--- config.mk ---
export PLATFORM = sky130hd
export DESIGN_NAME = serial_addsub_ctrl
export DESIGN_NICKNAME = d
export VERILOG_FILES = /design/src/rtl/serial_addsub_ctrl.sv
export SDC_FILE = /design/constraint.sdc
export NUM_CORES = 1
export LEC_CHECK = 0
export ABC_AREA = 1
export CAP_MARGIN = 10
export CORE_ASPECT_RATIO = 1.25
export CORE_MARGIN = 1.5
export CORE_UTILIZATION = 25
export CTS_CLUSTER_DIAMETER = 150
export DETAILED_ROUTE_END_ITERATION = 10
export HOLD_SLACK_MARGIN = 0.08
export PLACE_DENSITY = 0.52
export SLEW_MARGIN = 20
export SYNTH_ARGS = -nofsm -noshare
export SYNTH_HDL_FRONTEND = slang
export SYNTH_SLANG_ARGS = --single-unit
--- constraint.sdc ---
create_clock -name clk -period 1.4 [get_ports clk]
set_input_delay 0.28 -clock clk [delete_from_list [all_inputs] [get_ports clk]]
set_output_delay 0.28 -clock clk [all_outputs]
set_load 0.01 [all_outputs]
--- src/rtl/serial_addsub_ctrl.sv ---
// Bit-serial N-bit adder/subtractor: one full-adder slice is sequenced LSB-first
// over N cycles, with a carry flip-flop linking the bit steps.
module serial_addsub_ctrl #(
    parameter int N = 8
) (
    input  logic         clk,
    input  logic         rst_n,
    input  logic         start,
    input  logic         M,
    input  logic [N-1:0] A,
    input  logic [N-1:0] B,
    output logic         busy,
    output logic         done,
    output logic [N-1:0] S,
    output logic         cout,
    output logic         ovf
);

    localparam int CW = (N > 2) ? $clog2(N) : 1;

    typedef enum logic [1:0] {
        IDLE = 2'd0,
        RUN  = 2'd1,
        DONE = 2'd2
    } state_t;

    state_t state, state_next;

    logic [N-1:0]  a_sr;
    logic [N-1:0]  b_sr;
    logic [N-1:0]  r_sr;
    logic [CW-1:0] cnt;
    logic          m;
    logic          c;

    logic          bx;
    logic          d;
    logic          c_next;
    logic          c_msb_in;
    logic          last_bit;
    logic [N-1:0]  r_full;

    // Single 1-bit slice: returns {carry_out, sum}.
    function automatic logic [1:0] fa_step(input logic a, input logic b, input logic cin);
        logic sum;
        logic carry;
        sum   = a ^ b ^ cin;
        carry = (a & b) | ((a ^ b) & cin);
        return {carry, sum};
    endfunction

    always_comb begin
        bx       = b_sr[0] ^ m;
        {c_next, d} = fa_step(a_sr[0], bx, c);
        last_bit = (cnt == CW'(N - 1));
        // On the final step c is the carry into the MSB, needed for overflow.
        c_msb_in = c;
        r_full   = {d, r_sr[N-1:1]};
    end

    always_ff @(posedge clk) begin
        if (!rst_n) begin
            state <= IDLE;
        end else begin
            state <= state_next;
        end
    end

    always_comb begin
        state_next = state;
        busy       = 1'b0;
        done       = 1'b0;
        case (state)
            IDLE: begin
                if (start) begin
                    state_next = RUN;
                end
            end
            RUN: begin
                busy = 1'b1;
                if (last_bit) begin
                    state_next = DONE;
                end
            end
            DONE: begin
                done       = 1'b1;
                state_next = IDLE;
            end
            default: begin
                state_next = IDLE;
            end
        endcase
    end

    always_ff @(posedge clk) begin
        if (!rst_n) begin
            a_sr <= '0;
            b_sr <= '0;
            r_sr <= '0;
            cnt  <= '0;
            m    <= 1'b0;
            c    <= 1'b0;
            S    <= '0;
            cout <= 1'b0;
            ovf  <= 1'b0;
        end else begin
            case (state)
                IDLE: begin
                    if (start) begin
                        a_sr <= A;
                        b_sr <= B;
                        m    <= M;
                        // Seeding carry with the mode bit supplies the +1 of A + ~B + 1.
                        c    <= M;
                        cnt  <= '0;
                    end
                end
                RUN: begin
                    a_sr <= a_sr >> 1;
                    b_sr <= b_sr >> 1;
                    r_sr <= r_full;
                    c    <= c_next;
                    cnt  <= cnt + CW'(1);
                    if (last_bit) begin
                        S    <= r_full;
                        cout <= c_next;
                        ovf  <= c_msb_in ^ c_next;
                    end
                end
                default: begin
                end
            endcase
        end
    end

endmodule

* Yosys cells after proc, flatten, opt, wreduce, memory -nomap -nowiden
Index checks and enable logic that the tools add are counted.
Word-level totals: bits in registers 41, bits in latches 0, RAM bits 0, memory bits (read-only) 0, input bits 20, output and inout port bits 12, word-level logic and storage cells 42, memories 0
Cells by class: add/subtract/negate cells 1, multipliers 0, divide/modulo/power cells 0, magnitude comparators 0, equality and inequality tests 5, shift operators 0, muxes and demuxes 13, bitwise logic cells 7, reduce and logical (&&, ||, !) cells 6
Operators by type and width (count):
- $pmux W8 S2 | 2
- $mux W8 | 2
- $reduce_and A2 Y1 | 4
- $pmux W3 S2 | 1
- $mux W2 | 2
- $ne A2 B2 Y1 const B | 2
- $pmux W2 S2 | 1
- $xor A1 B1 Y1 | 4
- $add A3 B1 Y3 const B | 1
- $eq A3 B3 Y1 const B | 1
- $mux W1 | 3
- $mux W3 | 1
- $and A1 B1 Y1 | 2
- $eq A2 B1 Y1 const B | 1
- $eq A2 B2 Y1 const B | 1
- $logic_not A2 Y1 | 1
- $pmux W1 S2 | 1
- $reduce_bool A2 Y1 | 1
- $or A1 B1 Y1 | 1

* Depth between registers and ports, before layout
word-level depth 5, mapped depth 8, mapped depth without buffers 8

* Worst setup path before layout
No wires, ideal clock.
path type register -> register, start register c, end register ovf, setup time 0.116 ns, data arrival time 1.117 ns, data required time 1.284 ns, slack 0.167 ns, stages on the path, launching flop included 6, path buffers 0, clock period less this slack 1.233 ns, cell sequence dfxtp_1 -> inv_1 -> fa_1 -> xnor2_1 -> nor2_1 -> nor2_1
On the way: word-level cells in the longest chain between the ends 3
RTL lines:
- start, declared | RTL line 34 | logic c;
- start signal, assigned | RTL line 122 | c <= c_next;
- $and A1 B1 Y1 | RTL line 48 | carry = (a & b) | ((a ^ b) & cin);
- $or A1 B1 Y1 | RTL line 48
- $xor A1 B1 Y1 * | RTL line 127 | ovf <= c_msb_in ^ c_next;
- end signal, assigned | RTL line 127
- end, declared | RTL line 16 | output logic ovf
Every way passes the cells marked *; elsewhere a longest branch is shown, timed or not. A chain may end at the register's enable or synchronous reset.

* Worst setup path after layout
start register state[1], end output done
On the way: word-level cells in the longest chain between the ends 2
RTL lines:
- start, declared | RTL line 27 | state_t state, state_next;
- start signal, assigned | RTL line 65 | state <= state_next;
- $eq A2 B2 Y1 | RTL line 73 | case (state)
- $mux W1 | RTL line 73
- end, declared | RTL line 13 | output logic done,
No other way between the ends.

==> run metrics <==
status=completed; Leakage Power=1.07 nW; Final Hold Viols=0; Syn Std Cell Area=1840 µm²; yosys synthesis warning count=0; most common cell after layout, fill and taps aside=nand3_1; dpl hpwl=2.88 mm; TritonCTS clock tree=yes; most frequent cells in the layout=53 x nand3_1, 38 x dfxtp_1, 32 x inv_1, 32 x nand2_1, 24 x nor2_1; hold buffer count at CTS=0; Non-Filler Instances=375; Die Width=79.7 µm; setup violators final=0; vias per inst=4.37; CP Launch Type=flop; fin. max-slew vios=0; Max-Cap Viols=0; via count=1,637; CTS HTree Levels=2; GP Congestion=0.738; pre-CTS setup slack=-78.6 ps; Post-Synth Adder-Cell Area=2.45%; FMAX=0.759 GHz; Syn Area/Cell=7.47 µm²; Initial DRT Pass Iterations=4; first-pass GRT wire length=6.96 mm; fin crit share=94.1%; Post-Synth XOR/XNOR Area=0.953%; number of global-route vias before repair=1,460; cell total after placement=367; critical path cell sequence=inv_4 -> nor2_4 -> clkdlybuf4s15_2; Synth-to-Final Area Change=30.1%; main combinational cell family by area after synthesis=simple AND/OR/NAND/NOR gates; mux contribution to synthesized area=0%; routed length per instance=11.0 µm; initial core utilization=26.2%; Setup Skew=10.6 ps; CTS max path bufs=2; required time worst endpoint=1120 ps; Peak VDD IR=0.408 mV; Slew @ Worst Pin=356 ps; Yosys reg bits=40; worst skew pair latency=300 ps; total track usage=11.3%; Worst Setup SP=state[1]; CP Capture Type=output pin; worst r2r src=c; pwr/cell area=1080 nW/µm²; Initial DRC Count=84; CP max stage delay=360 ps; Syn Nets=269; Synth Area in Compound Gates=9.80%; CTS buffer count=5; count of cell types in the netlist=19; Syn Inst Count=246; Min-Delay Path Class=flop to flop; Detail Route Antenna Nets=0; postcts setup bufs=0; total congestion overflow=0; WS Path Type=flop to output pin; layout net count=307; Worst path slowest cell=dfxtp_2; initial antenna violation count=0; PortBufs=31; Reg clk slew, reported paths=80 ps; Core ar.=7020 µm²; min cycle time layout=1320 ps; worst hold path startpoint=cnt[0]; chip height=98.9 µm; Clock Sinks=40; largest net degree at the start of global routing=23; Max transition margin=76.2%; Worst R2R Setup Slack=140 ps; final WL=4.13 mm; I/O pins=32; root buf cell=clkbuf_8; Worst Path Max Fanout=4; Die ar.=7880 µm²; Cell Rows=34; Seq/Total Area, Yosys=43.6%; number of diodes=0; post-synthesis simple-gate area fraction=30.3%; DRC=0; crit path DAT=1040 ps; PnR worst setup slack=82.6 ps; layout cells sized above 1=13.0%
[flip-flops by register name, indices dropped and copies added, names as in the netlist, 2 cells and up]
signal	cells
state	2
a_sr	8
r_sr	7
b_sr	8
S	8
cnt	3
[cells in the mapped netlist, drive strengths merged]
master | instances | area share, %
xnor2 | 2 | 0.95
inv | 37 | 7.7
o21ai | 15 | 4.1
a21oi | 21 | 5.7
dfxtp | 40 | 44
nor2 | 26 | 5.7
nand2 | 36 | 10
fa | 1 | 1.1
buf | 10 | 4.6
nand3 | 53 | 14
ha | 2 | 1.4
clkbuf | 3 | 0.61
[through the flow]
step                utilization, %  TNS, ps  power, mW  hold slack [ps]  area, µm²
finish                        34.1        0       2.59              466       2390
global route                  34.1    -3.38       2.74              486       2390
CTS                           33.9        0       2.63              466       2380
detailed placement            32.4     -151       1.67              448       2270
global placement              32.4    -85.3       1.66              440       2270
floorplan                        -        0       1.54              423       1840
[area by class of cell]
| cell class | count | area, µm² |
|---|---|---|
| repair buffers | 44 | 408 |
| inverters | 37 | 144 |
| clock inverters | 3 | 42.5 |
| fillers | 811 | 4630 |
| multi-input cells | 156 | 810 |
| well taps | 90 | 113 |
| clock buffers | 5 | 68.8 |
| flip-flops and latches | 40 | 806 |
[routing by layer]
layer,GRT usage (%),wire (µm),vias to the layer above
li1,-,-,861
met1,14.5,1960,739
met2,17.7,1960,31
met3,3.33,153,6
met4,4.05,60,0
met5,0,0,-
[report_power, final]
group,leakage (nW),internal (mW),switching [mW]
logic,0.690,0.186,0.204
clock network,0.0541,0.528,0.423
registers,0.329,1.21,0.0445
total,1.07,1.92,0.672
[kinds of logic (layout without fill, tap and decap cells)]
logic type               after synthesis  count (layout)
XOR/XNOR                               2               2
buffers and inverters                 50              89
adder cells (fa/ha/maj)                3               3
AND/OR/NAND/NOR                      115             115
AO/OA/AOI/OAI                         36              36
flip-flops                            40              40
[path summary, 6_finish.rpt]
check	end	depth (start not counted)
min	cnt[0]	1
max reg2reg	ovf	5
max	done	3
min reg2reg	cnt[0]	1
[worst max-delay path, delay by kind of cell (launching register included)]
kind,cells,cell delay [ps]
flops,1,360
buf+inv,2,290
simple gates,1,90
[what timing repair did]
| action | 4_1_cts | 5_1_grt |
|---|---|---|
| setup endpoints to repair | 12 | 7 |
| pin swaps | 0 | 1 |
| gates resized for setup | 17 | 7 |
(Power assumes the default switching activity.)
